## src/rtl/uart_tx_sched.sv

```systemverilog
// uart_tx_sched: packet-level round-robin scheduler sharing one UART transmitter
module uart_tx_sched #(
   parameter int         NUM_REQ  = 4,
   parameter bit         HDR_EN   = 1'b1,
   parameter logic [7:0] HDR_BASE = 8'hA0,
   localparam int        IDW      = $clog2(NUM_REQ)
) (
   input  logic                 clk,
   input  logic                 rst_n,
   input  logic [NUM_REQ-1:0]   req_valid,
   input  logic [NUM_REQ*8-1:0] req_data,
   input  logic [NUM_REQ-1:0]   req_last,
   output logic [NUM_REQ-1:0]   req_ready,
   output logic [7:0]           uart_tx_data,
   output logic                 uart_tx_start,
   input  logic                 uart_tx_busy,
   output logic [IDW-1:0]       grant_id,
   output logic                 grant_active,
   output logic                 pkt_done
);
   typedef enum logic [2:0] {ARB, HDR, ISSUE, WAIT_HI, WAIT_LO} state_t;
   state_t         state, state_n;
   logic [IDW-1:0] last_ptr, last_ptr_n, grant_id_n, pick, idx;
   logic           found, last_flag, last_flag_n, is_hdr, is_hdr_n;
   logic           grant_active_n, start_n, done_n;
   logic [7:0]     data_n, sel_data;
   assign sel_data = req_data[{grant_id, 3'b000} +: 8];
   // round-robin search: the lowest offset after last_ptr wins, so iterate downward and let later hits override
   always_comb begin
      pick  = '0;
      found = 1'b0;
      idx   = '0;
      for (int k = NUM_REQ; k >= 1; k--) begin
         idx = IDW'((int'(last_ptr) + k) % NUM_REQ);
         if (req_valid[idx]) begin
            pick  = idx;
            found = 1'b1;
         end
      end
   end
   // only the granted lane may see ready, and only while waiting for its next byte
   always_comb begin
      req_ready           = '0;
      req_ready[grant_id] = (state == ISSUE) & req_valid[grant_id];
   end
   // next-state and next-output logic; start and done are single-cycle unless re-asserted here
   always_comb begin
      state_n        = state;
      last_ptr_n     = last_ptr;
      grant_id_n     = grant_id;
      grant_active_n = grant_active;
      last_flag_n    = last_flag;
      is_hdr_n       = is_hdr;
      data_n         = uart_tx_data;
      start_n        = 1'b0;
      done_n         = 1'b0;
      case (state)
         ARB: if (found) begin
            grant_id_n     = pick;
            last_ptr_n     = pick;
            grant_active_n = 1'b1;
            state_n        = HDR_EN ? HDR : ISSUE;
         end
         HDR: begin
            data_n   = HDR_BASE | 8'(grant_id);
            start_n  = 1'b1;
            is_hdr_n = 1'b1;
            state_n  = WAIT_HI;
         end
         ISSUE: if (req_valid[grant_id]) begin
            data_n      = sel_data;
            start_n     = 1'b1;
            last_flag_n = req_last[grant_id];
            is_hdr_n    = 1'b0;
            state_n     = WAIT_HI;
         end
         WAIT_HI: state_n = uart_tx_busy ? WAIT_LO : WAIT_HI;
         WAIT_LO: if (!uart_tx_busy) begin
            done_n         = !is_hdr && last_flag;
            grant_active_n = !(!is_hdr && last_flag);
            state_n        = (!is_hdr && last_flag) ? ARB : ISSUE;
         end
         default: state_n = ARB;
      endcase
   end
   // state and registered outputs; reset abandons any packet in flight
   always_ff @(posedge clk or negedge rst_n) begin
      if (!rst_n) begin
         state         <= ARB;
         last_ptr      <= IDW'(NUM_REQ - 1);
         grant_id      <= '0;
         grant_active  <= 1'b0;
         last_flag     <= 1'b0;
         is_hdr        <= 1'b0;
         uart_tx_data  <= '0;
         uart_tx_start <= 1'b0;
         pkt_done      <= 1'b0;
      end else begin
         state         <= state_n;
         last_ptr      <= last_ptr_n;
         grant_id      <= grant_id_n;
         grant_active  <= grant_active_n;
         last_flag     <= last_flag_n;
         is_hdr        <= is_hdr_n;
         uart_tx_data  <= data_n;
         uart_tx_start <= start_n;
         pkt_done      <= done_n;
      end
   end
endmodule

```

## config.mk

```make
export PLATFORM = sky130hd
export DESIGN_NAME = uart_tx_sched
export DESIGN_NICKNAME = d
export VERILOG_FILES = /design/src/rtl/uart_tx_sched.sv
export SDC_FILE = /design/constraint.sdc
export NUM_CORES = 1
export LEC_CHECK = 0
export CORE_ASPECT_RATIO = 1.25
export CORE_MARGIN = 1.5
export CORE_UTILIZATION = 40
export DETAILED_ROUTE_END_ITERATION = 8
export GPL_ROUTABILITY_DRIVEN = 0
export GPL_TIMING_DRIVEN = 0
export PLACE_DENSITY_LB_ADDON = 0.08
export SLEW_MARGIN = 20
export SYNTH_ARGS = -nofsm -noshare
export SYNTH_HDL_FRONTEND = slang
export SYNTH_SLANG_ARGS = --single-unit
```

## constraint.sdc

```tcl
create_clock -name clk -period 2.1 [get_ports clk]
set_input_delay 0.315 -clock clk [delete_from_list [all_inputs] [get_ports clk]]
set_output_delay 0.315 -clock clk [all_outputs]
set_load 0.01 [all_outputs]
```

After elaboration in Yosys (flattened, before gate mapping)
Index checks and enable logic that the tools add are counted.
- flip-flop bits (word level): 20
- output and inout bits: 17
- input bits: 43
- word-level logic and storage cells: 80
- bitwise operators: 2
- reductions and logical operators: 12
- add/subtract/negate cells: 4
- equality and inequality tests: 7
- shift-type cells: 1
- $lt $le $gt $ge: 6
- multiplexer cells: 39
- operators by type and width (kind ; count):
    32-bit by 6-bit indexed part select with 8-bit output ; 1
    1-bit two-way mux ; 17
    8-bit one-hot mux with 2 select lines ; 1
    2-bit by 3-bit < comparator with 1-bit output, second input constant ; 5
    3-bit one-hot mux with 5 select lines ; 1
    1-bit binary-select mux with 2-bit select ; 6
    3-bit two-way mux ; 4
    2-bit two-way mux ; 5
    8-bit two-way mux ; 1
    3-bit by 2-bit == test with 1-bit output, second input constant ; 2
    1-bit one-hot mux with 2 select lines ; 3
    2-bit AND reduction ; 3
    3-bit AND reduction ; 2
    2-bit by 1-bit adder with 2-bit output, second input constant ; 2
    2-bit adder, second input constant ; 2
    4-bit bitwise AND ; 1
    2-bit inequality test, second input constant ; 2
    2-bit nonzero test ; 2
    3-bit by 1-bit == test with 1-bit output, second input constant ; 1
    3-bit == test, second input constant ; 1
    3-bit zero test ; 1
    1-bit demux with 2-bit select ; 1
    2-bit by 1-bit >= comparator with 1-bit output, second input constant ; 1
    1-bit logical AND ; 2
    other kinds (3) ; 4

Longest topological paths before layout
- depth in word-level cells: 9
- depth in mapped cells: 6
- depth with buffers taken out: 4

Least setup slack after synthesis
No wires, ideal clock.
- path kind: register -> register
- start point: register grant_id[0]
- end point: register uart_tx_data[0]
- stages on the path, launching flop included: 5
- arrival time: 1.624 ns
- path buffers: 1
- period minus slack after synthesis: 1.750 ns
- setup time: 0.126 ns
- required time: 1.974 ns
- slack: 0.350 ns
- cells stage by stage: dfrtp_1 -> mux4_2 -> and3_1 -> buf_4 -> a221o_1
- longest elaborated chain between the ends: 4
- elaborated cells on any way between the ends: 7
- classes of those cells: eq/ne: 1; shift: 1; mux: 4; reduce/logical: 1
- RTL lines (item ; line ; text):
    from (decl) ; 17 ; output logic [IDW-1:0] grant_id,
    from (signal assigned) ; 101 ; grant_id <= grant_id_n;
    parallel branches: the longest is 4 deep, another holds 32-bit by 6-bit indexed part select with 8-bit output ; n/a ;
    to (signal assigned) ; 105 ; uart_tx_data <= data_n;
    to (decl) ; 14 ; output logic [7:0] uart_tx_data,
Several ways; the timed one is not identified. The select of a mux whose other input is x is not followed.
A chain may end at the register's enable or synchronous reset.

Final worst setup path
- start point: register grant_id[0]
- end point: output req_ready[2]
- longest elaborated chain between the ends: 5
- elaborated cells on any way between the ends: 9
- classes of those cells: order compare: 2; mux: 4; bitwise: 2; reduce/logical: 1
- RTL lines (item ; line ; text):
    2-bit by 3-bit < comparator with 1-bit output (not written as such) / 2-bit by 1-bit >= comparator with 1-bit output (equally long branches) ; 44 ; req_ready[grant_id] = (state == ISSUE) & req_valid[grant_id];
    1-bit logical AND (not written as such) ; 44 ;
    1-bit two-way mux (not written as such) ; 44 ;
    1-bit demux with 2-bit select ; 44 ;
    4-bit bitwise AND (no source line) (*) ; n/a ;
    to (decl) ; 13 ; output logic [NUM_REQ-1:0] req_ready,
Every way passes the cells marked *; elsewhere a longest branch is shown, timed or not. The select of a mux whose other input is x is not followed.

==> summary.txt <==
Yosys
  • Flip-flop cell with the highest count after synthesis: sky130_fd_sc_hd__dfrtp_1
  • Syn avg cell area: 10.1 um2
  • Share of synthesized flip-flops with an asynchronous set or reset: 1.00
  • Number of nets in the synthesized netlist: 163
  • Number of enable flip-flop cells after synthesis: 0
  • Seq cells post-synth: 20
  • Share of the yosys chip area belonging to registers: 0.416
  • Area of the mapped netlist: 1210 um2
  • Count of mapped cells out of synthesis: 120
  • Number of warnings printed during yosys synthesis: 0
  • Distinct cell type count after synthesis: 35

GRT
  • Total global routing track utilization: 0.208
  • Grt total ovfl: 0
  • Wire length of the first global-routing pass: 5210 um
  • Number of antenna violations at the first check in global routing: 0
  • Pin count of the biggest net entering global routing: 21
  • Number of global-route vias before repair: 1232

Critical path
  • CP Class: register to primary output
  • Startpoint class of the critical path: register
  • Data required time of the critical path: 1780 ps
  • Worst setup EP type: primary output
  • CP Data Arrival Time: 1630 ps
  • Worst-path maximum fanout: 7

Clocking
  • Clk slew on worst S/H paths: 110 ps
  • Longest Clk Path Bufs: 2
  • Clock sink count: 20
  • Number of H-tree levels: 1
  • Clock buffer count from CTS: 3
  • Cell at the root of the clock tree: sky130_fd_sc_hd__clkbuf_4
  • Cts-stage hold buffer count: 0
  • Insertion delay of the later-clocked pin in the worst-skew pair: 300 ps
  • TritonCTS clock tree: built

Floorplanning
  • Height of the die: 64.5 um
  • Top-Level Pins: 60
  • Starting density of the core: 0.414
  • Die area: 3360 um2
  • Count of standard-cell rows: 22
  • Die Wd: 52.2 um
  • Core region area: 2920 um2

Place
  • Placed cell count: 215
  • Total half-perimeter wirelength after legalization and detailed placement: 2390 um
  • Buffers added on ports: 59

Routing
  • Post-detailed-routing wire length: 3000 um
  • Routed length per placed instance: 13.5 um
  • DRC violation count after routing: 0
  • Detailed-route vias per instance: 5.39
  • Iter 0 DRT Violations: 14
  • Detailed-router iteration count before antenna repair: 4
  • Via count: 1196
  • Antenna viol nets, final: 0

Pwr
  • Pwr/cell area: 1150 nW/um2
  • Fraction of power consumed by the clock network: 0.104
  • Worst supply voltage drop on vdd: 0.541 mV
  • P_int: 1.35 mW
  • Sequential cell fraction of total power: 0.312
  • Net switching power of the design: 0.833 mW
  • Switching share of power: 0.381
  • Tot Pwr: 2.19 mW
  • Cell leakage power: 0.792 nW
  • Part of the power in combinational logic: 0.584

Timing
  • Count of final max-slew check failures: 0
  • Measured slew at the worst slew-check pin: 883 ps
  • Aggregate negative setup slack: 0 ps
  • Fmax: 514 MHz
  • Worst Hold Margin: 495 ps
  • Post-route fraction of the period consumed by the critical path: 0.927
  • Max-Slew Margin vs Limit: 0.410
  • Final Hold Fails: 0
  • Setup clock skew after layout: 3.66 ps
  • Number of failing setup endpoints in the final timing report: 0
  • Clock period minus final worst setup slack: 1950 ps
  • Setup repair after global routing missed its margin: false

Finish
  • Diodes inserted: 0
  • Proportion of layout cells with a drive suffix above 1: 0.167
  • Number of cells in the finished layout apart from fillers: 222
  • Layout Nets: 230
  • Area overhead of the layout relative to synthesis: 57.3%
  • Final core utilization: 0.652

Hold path
  • Kind of path behind the tightest hold check: register to register

Job
  • Number of max-cap violations: 0

Status
  • Status: finished, final reports clean
==> final cells by class <==
| class | count | area (um2) |
|---|---|---|
| plain buffers | 7 | 38.8 |
| clock buffers | 4 | 36.3 |
| fillers | 257 | 1020 |
| inverters | 6 | 22.5 |
| multi-input cells | 86 | 659 |
| flip-flops and latches | 20 | 504 |
| well taps | 36 | 45.0 |
| repair buffers | 63 | 596 |
==> registers in the layout, summed over array words and instances (netlist names) <==
| signal | flops |
|---|---|
| uart_tx_start | 1 |
| last_ptr | 2 |
| grant_id | 2 |
| last_flag | 1 |
| grant_active | 1 |
| uart_tx_data | 8 |
| pkt_done | 1 |
| is_hdr | 1 |
| state | 3 |
==> power groups by stage <==
stage          sequential (mW)  clock, mW  combinational, mW
6_report                 0.682      0.227               1.28
5_1_grt                  0.708      0.249               1.43
4_1_cts                  0.682      0.232               1.29
3_5_place_dp             0.702          0               1.22
3_3_place_gp             0.689          0               1.20
2_1_floorplan            0.721          0              0.715
==> critical path, cell delays in order (launching register included) <==
cell and delay (ps):
sky130_fd_sc_hd__dfrtp_2 380, sky130_fd_sc_hd__mux4_2 520, sky130_fd_sc_hd__nand3_2 110, sky130_fd_sc_hd__buf_6 120, sky130_fd_sc_hd__nor3_1 40, sky130_fd_sc_hd__buf_2 150
==> metal layers <==
metal | wire [um] | GRT usage | up-vias
li1 | - | - | 573
met1 | 1160 | 0.243 | 576
met2 | 1620 | 0.370 | 41
met3 | 157 | 0.0300 | 6
met4 | 59 | 0.0897 | 0
met5 | 0 | 0 | -
==> logic make-up (layout without fill, tap and decap cells) <==
group                  Yosys count  after routing  synth area share
AO/OA/AOI/OAI                   23             23             0.123
buffers and inverters           14             80            0.0487
flip-flops                      20             20             0.416
multiplexers                    12             12             0.209
AND/OR/NAND/NOR                 51             51             0.203
==> through the flow <==
step / setup WS, ps / cell area (um2)
final: 153 / 1900
after floorplan: 350 / 1210
after detailed placement: -519 / 1840
after global routing: 16.2 / 1900
after global placement: -502 / 1840
after CTS: 14.0 / 1910
==> path summary, 6_finish.rpt <==
path	slack [ps]	to	cells after the start	start
setup / recovery	150	req_ready[2]	5	grant_id[0]$_DFFE_PN0P_
hold / removal	490	last_flag$_DFFE_PN0P_	2	last_flag$_DFFE_PN0P_
setup reg to reg	250	last_ptr[0]$_DFFE_PN1P_	4	state[1]$_DFFE_PN0P_
hold reg to reg	490	last_flag$_DFFE_PN0P_	2	last_flag$_DFFE_PN0P_
max in group asynchronous	1010	grant_id[0]$_DFFE_PN0P_	1	rst_n
min in group asynchronous	500	uart_tx_start$_DFF_PN0_	1	rst_n
==> cell usage after synthesis, types with 2 or more instances <==
cell	number	share of area
sky130_fd_sc_hd__nand2_1	20	0.062
sky130_fd_sc_hd__dfrtp_1	18	0.37
sky130_fd_sc_hd__o21ai_0	9	0.037
sky130_fd_sc_hd__mux4_2	8	0.15
sky130_fd_sc_hd__nor2_1	8	0.025
sky130_fd_sc_hd__inv_1	6	0.019
sky130_fd_sc_hd__clkbuf_1	5	0.016
sky130_fd_sc_hd__nand3_1	5	0.021
sky130_fd_sc_hd__nor3_1	4	0.017
sky130_fd_sc_hd__a21oi_1	3	0.012
sky130_fd_sc_hd__nand2b_1	3	0.016
sky130_fd_sc_hd__a221o_1	2	0.017
sky130_fd_sc_hd__and3_1	2	0.010
sky130_fd_sc_hd__buf_2	2	0.0083
sky130_fd_sc_hd__dfstp_2	2	0.043
sky130_fd_sc_hd__mux2i_1	2	0.017
sky130_fd_sc_hd__mux4_1	2	0.043
sky130_fd_sc_hd__nor4_1	2	0.010
==> layout by cell type (no fill, tap or decap), types with 2 or more instances in the layout <==
cell type and count:
sky130_fd_sc_hd__dlygate4sd2_1 4, sky130_fd_sc_hd__nor2_1 7, sky130_fd_sc_hd__nand2b_1 3, sky130_fd_sc_hd__nand3_1 4, sky130_fd_sc_hd__clkdlybuf4s50_1 51, sky130_fd_sc_hd__clkbuf_2 4
sky130_fd_sc_hd__mux2i_1 2, sky130_fd_sc_hd__buf_4 5, sky130_fd_sc_hd__dfstp_2 2, sky130_fd_sc_hd__and3_1 2, sky130_fd_sc_hd__dfrtp_1 17, sky130_fd_sc_hd__clkbuf_1 4
sky130_fd_sc_hd__nand2_1 20, sky130_fd_sc_hd__inv_1 6, sky130_fd_sc_hd__nor4_1 2, sky130_fd_sc_hd__nor2_2 2, sky130_fd_sc_hd__a21oi_1 3, sky130_fd_sc_hd__clkbuf_4 3
sky130_fd_sc_hd__nor3_1 3, sky130_fd_sc_hd__mux4_1 2, sky130_fd_sc_hd__mux4_2 8, sky130_fd_sc_hd__o21ai_0 9, sky130_fd_sc_hd__a221o_1 2
==> timing repair <==
| item | in CTS | in global routing |
|---|---|---|
| setup endpoints to repair | 4 | 4 |
| endpoints found under the hold margin | 0 | 0 |
| setup buffers | 3 | 1 |
| gates resized for setup | 19 | 9 |
Note: power is estimated with default switching activity, not from simulation.
